--- config.mk ---
export PLATFORM = sky130hd
export DESIGN_NAME = tick_bcd_timer
export DESIGN_NICKNAME = d
export VERILOG_FILES = /design/src/rtl/tick_bcd_timer.sv
export SDC_FILE = /design/constraint.sdc
export NUM_CORES = 1
export LEC_CHECK = 0
export BUFFER_PORTS_ARGS = -buffer_cell sky130_fd_sc_hd__buf_2
export CAP_MARGIN = 20
export CORE_ASPECT_RATIO = 0.7
export CORE_UTILIZATION = 50
export DETAILED_ROUTE_END_ITERATION = 10
export PLACE_DENSITY = 0.73
export SLEW_MARGIN = 20
export SYNTH_ARGS = -nofsm -noshare
export SYNTH_HDL_FRONTEND = slang
export SYNTH_SLANG_ARGS = --single-unit
--- constraint.sdc ---
create_clock -name clk -period 3 [get_ports clk]
set_input_delay 0.3 -clock clk [delete_from_list [all_inputs] [get_ports clk]]
set_output_delay 0.3 -clock clk [all_outputs]
set_load 0.05 [all_outputs]
--- src/rtl/tick_bcd_timer.sv ---
// rtl/tick_bcd_timer.sv - MM:SS BCD up/down timer stepped by rising edges of the divider tick level
// Optional alarm compare port pair is built only when TICK_BCD_TIMER_ALARM_EN is defined.
module tick_bcd_timer #(
    parameter int TICKS_PER_STEP = 1,
    parameter int PRESCALE_W     = 8
) (
    input  logic        clk,
    input  logic        reset,
    input  logic        tick_in,
    input  logic        start_stop,
    input  logic        load,
    input  logic [15:0] preset,
    input  logic        dir,
`ifdef TICK_BCD_TIMER_ALARM_EN
    input  logic [15:0] alarm_val,
    output logic        alarm_hit,
`endif
    output logic [15:0] digits,
    output logic        running,
    output logic        done,
    output logic        div_start
);
    typedef enum logic [1:0] {S_IDLE, S_RUN, S_PAUSE, S_DONE} state_t;

    localparam logic [PRESCALE_W-1:0] LP_LAST = PRESCALE_W'(TICKS_PER_STEP - 1);
    localparam logic [15:0]           LP_TOP  = 16'h9959;

    state_t                r_state, w_state_nxt;
    logic [15:0]           r_digits, w_digits_nxt, w_step_val, w_load_val;
    logic [PRESCALE_W-1:0] r_prescale, w_prescale_nxt;
    logic                  r_tick_q, r_running, r_done;
    logic                  w_rise, w_terminal;

    function automatic logic [3:0] clamp_nib(input logic [3:0] n, input logic [3:0] lim);
        return (n > lim) ? lim : n;
    endfunction

    function automatic logic [15:0] bcd_up(input logic [15:0] v);
        logic [15:0] r;
        r = v;
        if (v[3:0] != 4'd9) r[3:0] = v[3:0] + 4'd1;
        else begin
            r[3:0] = 4'd0;
            if (v[7:4] != 4'd5) r[7:4] = v[7:4] + 4'd1;
            else begin
                r[7:4] = 4'd0;
                if (v[11:8] != 4'd9) r[11:8] = v[11:8] + 4'd1;
                else begin
                    r[11:8]  = 4'd0;
                    r[15:12] = (v[15:12] == 4'd9) ? 4'd0 : v[15:12] + 4'd1;
                end
            end
        end
        return r;
    endfunction

    function automatic logic [15:0] bcd_down(input logic [15:0] v);
        logic [15:0] r;
        r = v;
        if (v[3:0] != 4'd0) r[3:0] = v[3:0] - 4'd1;
        else begin
            r[3:0] = 4'd9;
            if (v[7:4] != 4'd0) r[7:4] = v[7:4] - 4'd1;
            else begin
                r[7:4] = 4'd5;
                if (v[11:8] != 4'd0) r[11:8] = v[11:8] - 4'd1;
                else begin
                    r[11:8]  = 4'd9;
                    r[15:12] = (v[15:12] == 4'd0) ? 4'd9 : v[15:12] - 4'd1;
                end
            end
        end
        return r;
    endfunction

    assign w_rise     = tick_in & ~r_tick_q;
    assign w_terminal = dir ? (r_digits == LP_TOP) : (r_digits == 16'h0000);
    assign w_step_val = dir ? bcd_up(r_digits) : bcd_down(r_digits);
    assign w_load_val = {clamp_nib(preset[15:12], 4'd9), clamp_nib(preset[11:8], 4'd9),
                         clamp_nib(preset[7:4], 4'd5),   clamp_nib(preset[3:0], 4'd9)};

`ifdef TICK_BCD_TIMER_ALARM_EN
    logic w_step;
    logic r_alarm_hit;
`endif

    always_comb begin
        w_state_nxt    = r_state;
        w_digits_nxt   = r_digits;
        w_prescale_nxt = r_prescale;
`ifdef TICK_BCD_TIMER_ALARM_EN
        w_step         = 1'b0;
`endif
        case (r_state)
            S_IDLE: begin
                if (load) begin
                    w_digits_nxt   = w_load_val;
                    w_prescale_nxt = '0;
                end else if (start_stop) begin
                    if (w_terminal) w_state_nxt = S_DONE;
                    else begin
                        w_state_nxt    = S_RUN;
                        w_prescale_nxt = '0;
                    end
                end
            end
            S_RUN: begin
                // a pause request drops any coincident step without advancing prescale
                if (start_stop) w_state_nxt = S_PAUSE;
                else if (w_rise) begin
                    if (r_prescale == LP_LAST) begin
                        w_prescale_nxt = '0;
                        w_digits_nxt   = w_step_val;
`ifdef TICK_BCD_TIMER_ALARM_EN
                        w_step         = 1'b1;
`endif
                        if (w_step_val == (dir ? LP_TOP : 16'h0000)) w_state_nxt = S_DONE;
                    end else begin
                        w_prescale_nxt = r_prescale + PRESCALE_W'(1);
                    end
                end
            end
            S_PAUSE: begin
                if (load) begin
                    w_state_nxt    = S_IDLE;
                    w_digits_nxt   = w_load_val;
                    w_prescale_nxt = '0;
                end else if (start_stop) begin
                    w_state_nxt = w_terminal ? S_DONE : S_RUN;
                end
            end
            S_DONE: begin
                if (load) begin
                    w_state_nxt    = S_IDLE;
                    w_digits_nxt   = w_load_val;
                    w_prescale_nxt = '0;
                end
            end
            default: w_state_nxt = S_IDLE;
        endcase
    end

    // tick_q idles high so a divider that starts high never looks like a fresh edge
    always_ff @(posedge clk) begin
        if (reset) begin
            r_state    <= S_IDLE;
            r_digits   <= 16'h0000;
            r_prescale <= '0;
            r_tick_q   <= 1'b1;
            r_running  <= 1'b0;
            r_done     <= 1'b0;
        end else begin
            r_state    <= w_state_nxt;
            r_digits   <= w_digits_nxt;
            r_prescale <= w_prescale_nxt;
            r_tick_q   <= tick_in;
            r_running  <= (w_state_nxt == S_RUN);
            r_done     <= (w_state_nxt == S_DONE);
        end
    end

`ifdef TICK_BCD_TIMER_ALARM_EN
    always_ff @(posedge clk) begin
        if (reset) r_alarm_hit <= 1'b0;
        else       r_alarm_hit <= w_step && (w_step_val == alarm_val);
    end
    assign alarm_hit = r_alarm_hit;
`endif

    assign digits    = r_digits;
    assign running   = r_running;
    assign done      = r_done;
    assign div_start = r_running;
endmodule

=== Yosys cells after proc, flatten, opt, wreduce, memory -nomap -nowiden ===
Index checks and enable logic that the tools add are counted.

* Bits in registers: 29
* Input port bits: 22
* Logic and storage cells: 94

* Add/sub/neg operators: 9
* Magnitude comparators: 4
* Equality and inequality tests: 18
* Muxes and demuxes: 44
* Bitwise gates (word level): 2
* Reduce and logical (&&, ||, !) cells: 11

{| class="wikitable"
|+ Operators by type and width
! operator !! number
|-
| two-way mux 16 bit || 6
|-
| two-way mux 8 bit || 9
|-
| two-way mux 4 bit || 14
|-
| case mux 16 bit (2 select lines) || 1
|-
| two-way mux 12 bit || 2
|-
| case mux 8 bit (3 select lines) || 1
|-
| two-way mux 2 bit || 9
|-
| adder 4 x 1 -> 4 bit, second input constant || 4
|-
| equality test 16 bit || 1
|-
| equality test 16 bit, second input constant || 1
|-
| logical NOT 16 bit || 1
|-
| subtractor 4 x 1 -> 4 bit, second input constant || 4
|-
| > comparator 4 bit, second input constant || 3
|-
| nonzero test 4 bit || 3
|-
| adder 8 x 1 -> 8 bit, second input constant || 1
|-
| logical NOT 8 bit || 1
|-
| inequality test 4 bit, second input constant || 2
|-
| case mux 2 bit (4 select lines) || 1
|-
| equality test 2 bit, second input constant || 3
|-
| inequality test 2 bit, second input constant || 3
|-
| inequality test 3 bit, second input constant || 2
|-
| AND reduction 5 bit || 1
|-
| equality test 2 x 1 -> 1 bit, second input constant || 2
|-
| equality test 4 bit, second input constant || 1
|-
| other kinds (11) || 12
|}

=== Longest topological paths before layout ===
Gate-level depths: netlist of the first run.

* Depth in word-level cells: 13
* Mapped depth: 10
* Gate-level depth less buffers: 9

=== Worst setup path before layout of the first run ===
Ideal clock, no wire load.

* Path kind: flip-flop to flip-flop
* Start: register r_digits[2] (netlist: digits[2])
* End: register r_running (netlist: div_start)
* Setup time: 0.120 ns
* Arrival: 2.280 ns
* Data required time: 2.880 ns
* Path slack: 0.601 ns
* Cell stages (with the launch flop): 10
* Path buffers: 2
* Clock period less this slack: 2.399 ns
* Path through: dfxtp_1 -> buf_4 -> nor2b_1 -> buf_2 -> a22oi_1 -> mux2i_1 -> o21ai_0 -> nor4b_2 -> nand2_1 -> o31a_1

* Word-level cells in the longest chain between the ends: 10
* Elaborated cells on any way between the ends: 23
* Classes of those cells: add/sub: 2; eq/ne: 4; mux: 15; reduce/logical: 2

{| class="wikitable"
|+ Ends and longest elaborated chain
! element !! line !! text
|-
| start: declaration || 29 || <nowiki>logic [15:0] r_digits, w_digits_nxt, w_step_val, w_load_val;</nowiki>
|-
| start signal: assignment || 154 || <nowiki>r_digits <= w_digits_nxt;</nowiki>
|-
| subtractor 4 x 1 -> 4 bit, or another cell as far along || 60 || <nowiki>if (v[3:0] != 4'd0) r[3:0] = v[3:0] - 4'd1;</nowiki>
|-
| two-way mux 4 bit, or another cell as far along || 60 ||
|-
| two-way mux 16 bit || 78 || <nowiki>assign w_step_val = dir ? bcd_up(r_digits) : bcd_down(r_digits);</nowiki>
|-
| equality test 16 bit || 117 || <nowiki>if (w_step_val == (dir ? LP_TOP : 16'h0000)) w_state_nxt = S_DONE;</nowiki>
|-
| two-way mux 2 bit || 117 ||
|-
| two-way mux 2 bit || 111 || <nowiki>if (r_prescale == LP_LAST) begin</nowiki>
|-
| two-way mux 2 bit || 110 || <nowiki>else if (w_rise) begin</nowiki>
|-
| two-way mux 2 bit || 109 || <nowiki>if (start_stop) w_state_nxt = S_PAUSE;</nowiki>
|-
| case mux 2 bit (4 select lines) * || 94 || <nowiki>case (r_state)</nowiki>
|-
| equality test 2 x 1 -> 1 bit * || 157 || <nowiki>r_running <= (w_state_nxt == S_RUN);</nowiki>
|-
| end signal: assignment || 157 ||
|-
| end: declaration || 31 || <nowiki>logic r_tick_q, r_running, r_done;</nowiki>
|}

Every way passes the cells marked *; elsewhere a longest branch is shown, timed or not.
A chain may end at the register's enable or synchronous reset.

=== Final worst setup path of the first run ===
* Start: register r_digits[3] (netlist: digits[3])
* End: register r_running (netlist: div_start)

Same word-level chain as after synthesis.

==> metrics.csv, run 1 <==
metric,value,unit
status,finished with violations,
violated checks,design-rule violations,
"antenna viol nets, final",0,
Final Net Count,373,
placed inst area,0.00259,sq mm
Worst Path Arrival,2.81,ns
Detailed Place HPWL,4660,um
drt first-iter violations,211,
RSZ-0062 raised after global routing,false,
first-pass GRT wire length,10400,um
number of flops mapped to enable cells by yosys,0,
clock-pin slew of the registers on the worst-case setup and hold paths,0.07,ns
# clock sinks,29,
max incr delay on CP,0.57,ns
Netlist cell types,66,
initial antenna violation count,0,
antenna cells,0,
synth top area cells,"dfxtp_1 (24%), a21oi_1 (5.4%), nor2_1 (5.1%)",
setup bufs post-CTS,0,
Critical Path Start Type,flop,
DR vias/cell,6.30,
most frequent cells in the layout,"buf_2 (40), nor2_1 (33), dfxtp_1 (29)",
vias post-DR,2551,
Clock Path Buffers,2,
DR pass1 iterations,9,
Max Clk Rate,0.379,GHz
"critical path fanouts, max",13,
vias in the first global route,2073,
top cell type's share of synthesized area,0.241,
"Hold-fix buffers, CTS",0,
GRT overflow,0,
full die area,0.00510,sq mm
fin area,0.00268,sq mm
Slew Limit Fails,0,
Synth Net Count,345,
"Seq/Total Area, Yosys",0.241,
Chip Width,85.0,um
RePlAce Congestion,0.881,
Starting Density,0.538,
# IOs,41,
average cell area after synthesis,7.50,sq um
Setup TNS,0,ns
Tcrit/Tclk final,0.880,
CTS tree,built,
Seq cells post-synth,29,
Async SR Flop Fraction,0,
Post-Syn Area,0.00241,sq mm
Worst-Skew Late Latency,0.28,ns
setup violators final,0,
WS Path Type,reg2reg,
yosys warns,0,
HP Class,in2reg,
Post-Syn Instances,321,
Area Growth Syn to Fin,11.1,%
crit path cell chain,"nor2b_1, o22ai_1, o21ai_0, nand4_1, nor4b_2, nand2_1, o31a_1",
PD cells,447,mW/mm^2
CP max stage cell,dfxtp_1,
hold_ws,0.209,ns
min cycle time layout,2.64,ns
Slew Limit Headroom,0.490,
Routed WL per cell,16.0,um
post-synth top area cell,dfxtp_1,
I/O Buffers,40,
endpoints failing hold,0,
P_leak,0.00101,uW
cts bufs inserted,5,
count of max-cap constraint violations,0,
row cnt,20,
VDD IR max,216,uV
CP Capture Type,flop,
H-tree Lvls,2,
"Primary FF master, synth",dfxtp_1,
pin count of the biggest net entering global routing,25,
Worst-Margin Slew,0.764,ns
die height,60.1,um
final WL,6490,um
DRC viols,4,
core box area,0.00448,sq mm
post-cts sizing count,0,
Total GRT Usage,0.261,
Worst Path Required,3.17,ns
"commonest non-fill, non-tap cell in the layout",buf_2,
share of cells above drive strength 1,0.191,
Worst Skew,0.00872,ns
Root Buffer Master,clkbuf_8,
power breakdown:
part           switching, uW  internal (uW)
Clock                    161            160
Sequential              54.8            408
Combinational            264            149
Total                    480            717
path summary, 6_finish.rpt:
kind            startpoint       endpoint  slack [ns]  cells past startpoint
max reg2reg      digits[3]      div_start        0.36                      7
min reg2reg  r_prescale[1]  r_prescale[1]        0.51                      2
min                tick_in       r_tick_q        0.21                      2
max              digits[3]      div_start        0.36                      7
metal layers:
metal  share of wire  global-route usage
met3           0.073              0.0442
met4          0.0089              0.0847
met1            0.48               0.381
met5               0                   0
met2            0.44               0.391
state kept, by name (all words and copies together), names as in the netlist:
signal	count
r_state	2
div_start	1
done	1
digits	16
r_prescale	8
r_tick_q	1
cells by family (layout without fill, tap and decap cells):
logic type | Yosys count | count (layout) | synth area share
AOI/OAI and AO/OA | 96 | 96 | 0.278
xor gates and xnor gates | 17 | 17 | 0.0618
adders and majority gates | 2 | 2 | 0.0104
buffers and inverters | 39 | 68 | 0.0774
DFF | 29 | 29 | 0.241
muxes | 4 | 4 | 0.0166
and+or+nand+nor | 134 | 134 | 0.315
synth_stat cells (all sizes together) (3+ instances only):
library cell  number
nor2b              5
o21a               3
nand2             26
o22ai              3
xnor2             14
a21o               3
and4               3
nand4              7
inv               14
dfxtp             29
buf               13
a21oi             27
nand2b             4
nand3             14
nor4               9
nand3b             4
xor2               3
a21boi             3
o21ai             15
o211ai             6
nor3              12
and3               3
nor2              33
a31oi              3
clkbuf            12
mux2i              4
a22oi              3
a211oi            11
critical path, delay by kind of cell (launching register included):
kind | cells | cell delay, ns
flip-flops | 1 | 0.57
AND/OR/NAND/NOR | 4 | 1.23
AO/OA/AOI/OAI | 3 | 0.70
cell type report:
type | count | area [sq um]
fill | 422 | 1800
inverter | 14 | 52.6
sequential | 29 | 581
tap | 55 | 68.8
clock inverter | 3 | 17.5
clock buffer | 5 | 68.8
timing repair buffer | 46 | 245
multi-input combinational | 253 | 1640
per-stage QoR:
| step | utilization | setup WS (ns) | cells | power [uW] |
|---|---|---|---|---|
| 2_1_floorplan | - | 0.601 | 321 | 777 |
| 3_3_place_gp | 0.578 | 0.359 | 397 | 872 |
| 3_5_place_dp | 0.578 | 0.395 | 397 | 876 |
| 4_1_cts | 0.597 | 0.378 | 405 | 1200 |
| 5_1_grt | 0.597 | 0.138 | 405 | 1260 |
| 6_report | 0.597 | 0.359 | 405 | 1200 |
(Power assumes the default switching activity.)
==> inputs of run 2 (changes only) <==
==> constraint.sdc (replaced) <==
create_clock -name clk -period 2.9 [get_ports clk]
set_input_delay 0.29 -clock clk [delete_from_list [all_inputs] [get_ports clk]]
set_output_delay 0.29 -clock clk [all_outputs]
set_load 0.005 [all_outputs]
==> metrics.csv, run 2 (synthesis results as in run 1) <==
metric,value,unit,change
status,finished with violations,,unchanged
violated checks,design-rule violations,,unchanged
H-tree Lvls,2,,unchanged
Setup crit start,digits[3],,unchanged
CP endpoint,div_start,,unchanged
RePlAce Congestion,0.931,,was 0.881
"antenna viol nets, final",0,,unchanged
Worst-Skew Late Latency,0.29,ns,was 0.28 ns
"commonest non-fill, non-tap cell in the layout",buf_2,,unchanged
CP max stage cell,dfxtp_1,,unchanged
combinational power share,0.304,,was 0.345
Chip Width,85.0,um,unchanged
# clock sinks,29,,unchanged
max reg flops,16,,unchanged
endpoints failing hold,0,,unchanged
Worst Path Required,3.08,ns,was 3.17 ns
share of cells above drive strength 1,0.186,,was 0.191
final WL,6810,um,was 6490 um
Crit Reg-Reg Endpoint,div_start,,unchanged
Setup TNS,0,ns,unchanged
"Hold-fix buffers, CTS",0,,unchanged
setup bufs post-CTS,0,,unchanged
first-pass GRT wire length,10900,um,"was 10,400 um"
P_leak,0.00101,uW,about the same
Bufs and invs on worst path,0,,unchanged
cts bufs inserted,5,,unchanged
reg2reg path depth,7,,unchanged
Seq pwr share,0.412,,was 0.387
crit path cell chain,"nor2b_1, o22ai_1, o21ai_0, nand4_1, nor4b_2, nand2_1, o31a_1",,unchanged
min cycle time layout,2.70,ns,was 2.64 ns
VDD IR max,255,uV,was 216 uV
Worst-Margin Slew,0.799,ns,was 0.764 ns
flop-to-flop setup slack,0.20,ns,was 0.36 ns
die height,60.1,um,unchanged
pin count of the biggest net entering global routing,25,,unchanged
PD cells,439,mW/mm^2,was 447 mW/mm^2
Max Clk Rate,0.370,GHz,was 0.379 GHz
Slew Limit Fails,0,,unchanged
Routed WL per cell,16.8,um,was 16.0 um
Detailed Place HPWL,4900,um,was 4660 um
Total GRT Usage,0.277,,was 0.261
post-cts sizing count,0,,unchanged
max incr delay on CP,0.60,ns,was 0.57 ns
Worst Skew,0.00476,ns,was 0.00872 ns
DR vias/cell,6.33,,was 6.30
# IOs,41,,unchanged
Final Net Count,372,,was 373
Reg2Reg Launch Point,digits[3],,unchanged
setup violators final,0,,unchanged
GRT overflow,0,,unchanged
CP top delay family,simple AND/OR/NAND/NOR gates,,unchanged
most frequent cells in the layout,"buf_2 (40), nor2_1 (33), dfxtp_1 (29)",,unchanged
CP Capture Type,flop,,unchanged
Worst Path Arrival,2.88,ns,was 2.81 ns
Area Growth Syn to Fin,10.6,%,was 11.1%
Pint,741,uW,was 717 uW
WS Path Type,reg2reg,,unchanged
Starting Density,0.538,,unchanged
row cnt,20,,unchanged
vias in the first global route,2162,,"was 2,073"
Slew Limit Headroom,0.467,,was 0.490
Clock Path Buffers,2,,unchanged
clock-pin slew of the registers on the worst-case setup and hold paths,0.07,ns,about the same
DR pass1 iterations,8,,was 9
core box area,0.00448,sq mm,unchanged
Sw Pwr,430,uW,was 480 uW
Clock power frac,0.283,,was 0.268
antenna cells,0,,unchanged
full die area,0.00510,sq mm,unchanged
HP Class,in2reg,,unchanged
RSZ-0062 raised after global routing,false,,unchanged
Finished Core Util,0.595,,was 0.597
switching portion of total power,0.367,,was 0.401
DRC viols,4,,unchanged
Critical Path Start Type,flop,,unchanged
drt first-iter violations,168,,was 211
"critical path fanouts, max",13,,unchanged
CTS tree,built,,unchanged
count of max-cap constraint violations,0,,unchanged
initial antenna violation count,0,,unchanged
Tcrit/Tclk final,0.931,,was 0.880
Root Buffer Master,clkbuf_8,,unchanged
Crit. path cell count,7,,unchanged
vias post-DR,2558,,"was 2,551"
I/O Buffers,40,,unchanged
run 2: cell types whose count changed in the layout (fill, tap and decap cells not counted), sizes merged:
| cell | before | now |
|---|---|---|
| buf | 46 | 45 |
| clkbuf | 5 | 6 |
| clkinvlp | 1 | 0 |
run 2: how the worst min path moves through the flow:
stage | start | to | slack [ns] | cells after the start
floorplan | tick_in | r_tick_q | 0.40 | 1
global placement | r_prescale[1] | r_prescale[1] | 0.48 | 2
detailed placement | r_prescale[1] | r_prescale[1] | 0.49 | 2
CTS | tick_in | r_tick_q | 0.19 | 2
global route | tick_in | r_tick_q | 0.20 | 2
finish | tick_in | r_tick_q | 0.19 | 2
run 2: stage by stage:
stage	total power, uW	setup slack, ns	std cells	hold slack, ns	cell area [sq um]
after floorplan	735	0.754	321	0.397	2410
after global placement	832	0.330	396	0.483	2580
after detailed placement	839	0.284	396	0.486	2580
after CTS	1170	0.278	404	0.194	2660
after global routing	1240	0.00741	404	0.202	2660
final	1170	0.199	404	0.195	2660
run 2: layout make-up:
cell class | instances | area (sq um)
clock buffers | 6 | 72.6
flip-flops and latches | 29 | 581
inverters | 14 | 52.6
repair buffers | 45 | 238
multi-input cells | 253 | 1640
clock inverters | 2 | 10.0
fillers | 417 | 1820
well taps | 55 | 68.8
run 2: power by group through the flow:
stage	Combinational [uW]	Clock (uW)	Sequential, uW
floorplan	277	0	458
global placement	343	0	489
detailed placement	349	0	490
CTS	352	336	481
global route	392	359	487
finish	356	332	483
run 2: layer usage:
layer,global-route usage,share of wire,up-vias
li1,-,-,1228
met1,0.393,0.48,1195
met2,0.434,0.43,124
met3,0.0483,0.080,11
met4,0.0799,0.011,0
met5,0,0,-
==> inputs of run 3 (changes only) <==
- CORE_ASPECT_RATIO: 0.7 -> 1.1
==> metrics.csv, run 3 (synthesis results as in run 1) <==
metric,value,unit,change
min cycle time layout,2.58,ns,was 2.70 ns
share of cells above drive strength 1,0.196,,was 0.186
# clock sinks,29,,unchanged
Worst Path Required,3.09,ns,was 3.08 ns
die height,74.8,um,was 60.1 um
PD cells,468,mW/mm^2,was 439 mW/mm^2
Finished Core Util,0.585,,was 0.595
WS Path Type,reg2reg,,unchanged
Worst Path Arrival,2.77,ns,was 2.88 ns
Max Clk Rate,0.387,GHz,was 0.370 GHz
DR vias/cell,6.06,,was 6.33
row cnt,26,,was 20
post-cts sizing count,0,,unchanged
P_leak,0.00103,uW,was 0.00101 uW
"critical path fanouts, max",16,,was 13
Worst-Margin Slew,0.703,ns,was 0.799 ns
full die area,0.00510,sq mm,about the same
CP Capture Type,flop,,unchanged
"Hold-fix buffers, CTS",0,,unchanged
Final Net Count,375,,was 372
Worst-Skew Late Latency,0.30,ns,was 0.29 ns
most frequent cells in the layout,"buf_2 (40), nor2_1 (33), dfxtp_1 (29)",,unchanged
crit path cell chain,"nor4_4, nand3_1, a211oi_1, xor2_1, nor4_1, mux2i_1, o31a_1",,"was nor2b_1, o22ai_1, o21ai_0, nand4_1, nor4b_2, nand2_1, o31a_1"
RSZ-0062 raised after global routing,false,,unchanged
setup violators final,0,,unchanged
fillers,450,,was 417
Setup TNS,0,ns,unchanged
RePlAce Congestion,0.927,,was 0.931
Slew Limit Headroom,0.531,,was 0.467
status,finished clean,,was finished with violations
"commonest non-fill, non-tap cell in the layout",buf_2,,unchanged
Critical Path Start Type,flop,,unchanged
Detailed Place HPWL,4800,um,was 4900 um
vias in the first global route,2157,,"was 2,162"
HP Class,in2reg,,unchanged
initial antenna violation count,0,,unchanged
CP max stage cell,nor4_4,,was dfxtp_1
Tcrit/Tclk final,0.891,,was 0.931
H-tree Lvls,2,,unchanged
max incr delay on CP,0.52,ns,was 0.60 ns
final WL,6580,um,was 6810 um
DR pass1 iterations,4,,was 8
I/O Buffers,40,,unchanged
Starting Density,0.518,,was 0.538
Area Growth Syn to Fin,12.9,%,was 10.6%
Routed WL per cell,16.1,um,was 16.8 um
clock-pin slew of the registers on the worst-case setup and hold paths,0.07,ns,about the same
antenna cells,0,,unchanged
VDD IR max,355,uV,was 255 uV
Slew Limit Fails,0,,unchanged
cts bufs inserted,5,,unchanged
first-pass GRT wire length,10400,um,"was 10,900 um"
vias post-DR,2471,,"was 2,558"
core box area,0.00465,sq mm,was 0.00448 sq mm
GRT overflow,0,,unchanged
"antenna viol nets, final",0,,unchanged
# IOs,41,,unchanged
Clock Path Buffers,2,,unchanged
CTS tree,built,,unchanged
pin count of the biggest net entering global routing,25,,unchanged
count of max-cap constraint violations,0,,unchanged
setup bufs post-CTS,0,,unchanged
drt first-iter violations,247,,was 168
endpoints failing hold,0,,unchanged
Root Buffer Master,clkbuf_8,,unchanged
DRC viols,0,,was 4
Worst Skew,0.00628,ns,was 0.00476 ns
Chip Width,68.2,um,was 85.0 um
max reg flops,16,,unchanged
Total GRT Usage,0.277,,about the same
-- run 3: changes by cell type in the layout (fill, tap and decap cells not counted) --
| cell | delta |
|---|---|
| clkinv_2 | -2 |
| clkinvlp_4 | +1 |
| clkinv_4 | +1 |
| bufinv_16 | +1 |
| clkbuf_1 | -1 |
| buf_4 | +3 |
-- run 3: worst max-delay path, delay by kind of cell (launching register included) --
kind / cells / cell delay, ns
simple gates: 3 / 1.03
compound gates: 2 / 0.64
flops: 1 / 0.49
mux: 1 / 0.20
xor+xnor: 1 / 0.12
-- run 3: cell type report --
| cell class | count | area (sq um) | area share |
|---|---|---|---|
| multi-input combinational | 253 | 1640 | 0.603 |
| clock inverter | 3 | 46.3 | 0.0170 |
| sequential | 29 | 581 | 0.213 |
| inverter | 14 | 52.6 | 0.0193 |
| clock buffer | 5 | 68.8 | 0.0253 |
| timing repair buffer | 48 | 260 | 0.0957 |
| tap | 56 | 70.1 | 0.0258 |
-- run 3: power breakdown --
part | switching (uW) | internal (uW)
Clock | 182 | 257
Combinational | 198 | 156
Sequential | 57.8 | 422
Total | 438 | 835
-- run 3: layer usage --
| layer | track usage | share of wire | vias up | wire length (um) |
|---|---|---|---|---|
| li1 | - | - | 1241 | - |
| met1 | 0.347 | 0.44 | 1154 | 2900 |
| met2 | 0.453 | 0.48 | 62 | 3190 |
| met3 | 0.0576 | 0.052 | 14 | 341 |
| met4 | 0.127 | 0.022 | 0 | 146 |
| met5 | 0 | 0 | - | 0 |
-- run 3: worst paths after layout --
path	start	to	slack, ns	cells after the start
max reg2reg	digits[1]	div_start	0.32	7
min	tick_in	r_tick_q	0.19	2
min reg2reg	r_prescale[1]	r_prescale[1]	0.50	2
max	digits[1]	div_start	0.32	7
-- run 3: stage by stage --
stage                     cells  total power [uW]  worst slack (ns)  hold slack (ns)  cell area, sq um
after CTS                   408              1280             0.357            0.188              2720
after detailed placement    400               838             0.351            0.486              2610
after global routing        408              1340             0.106            0.193              2720
final                       408              1270             0.315            0.192              2720
after floorplan             321               735             0.754            0.397              2410
after global placement      400               834             0.368            0.494              2610
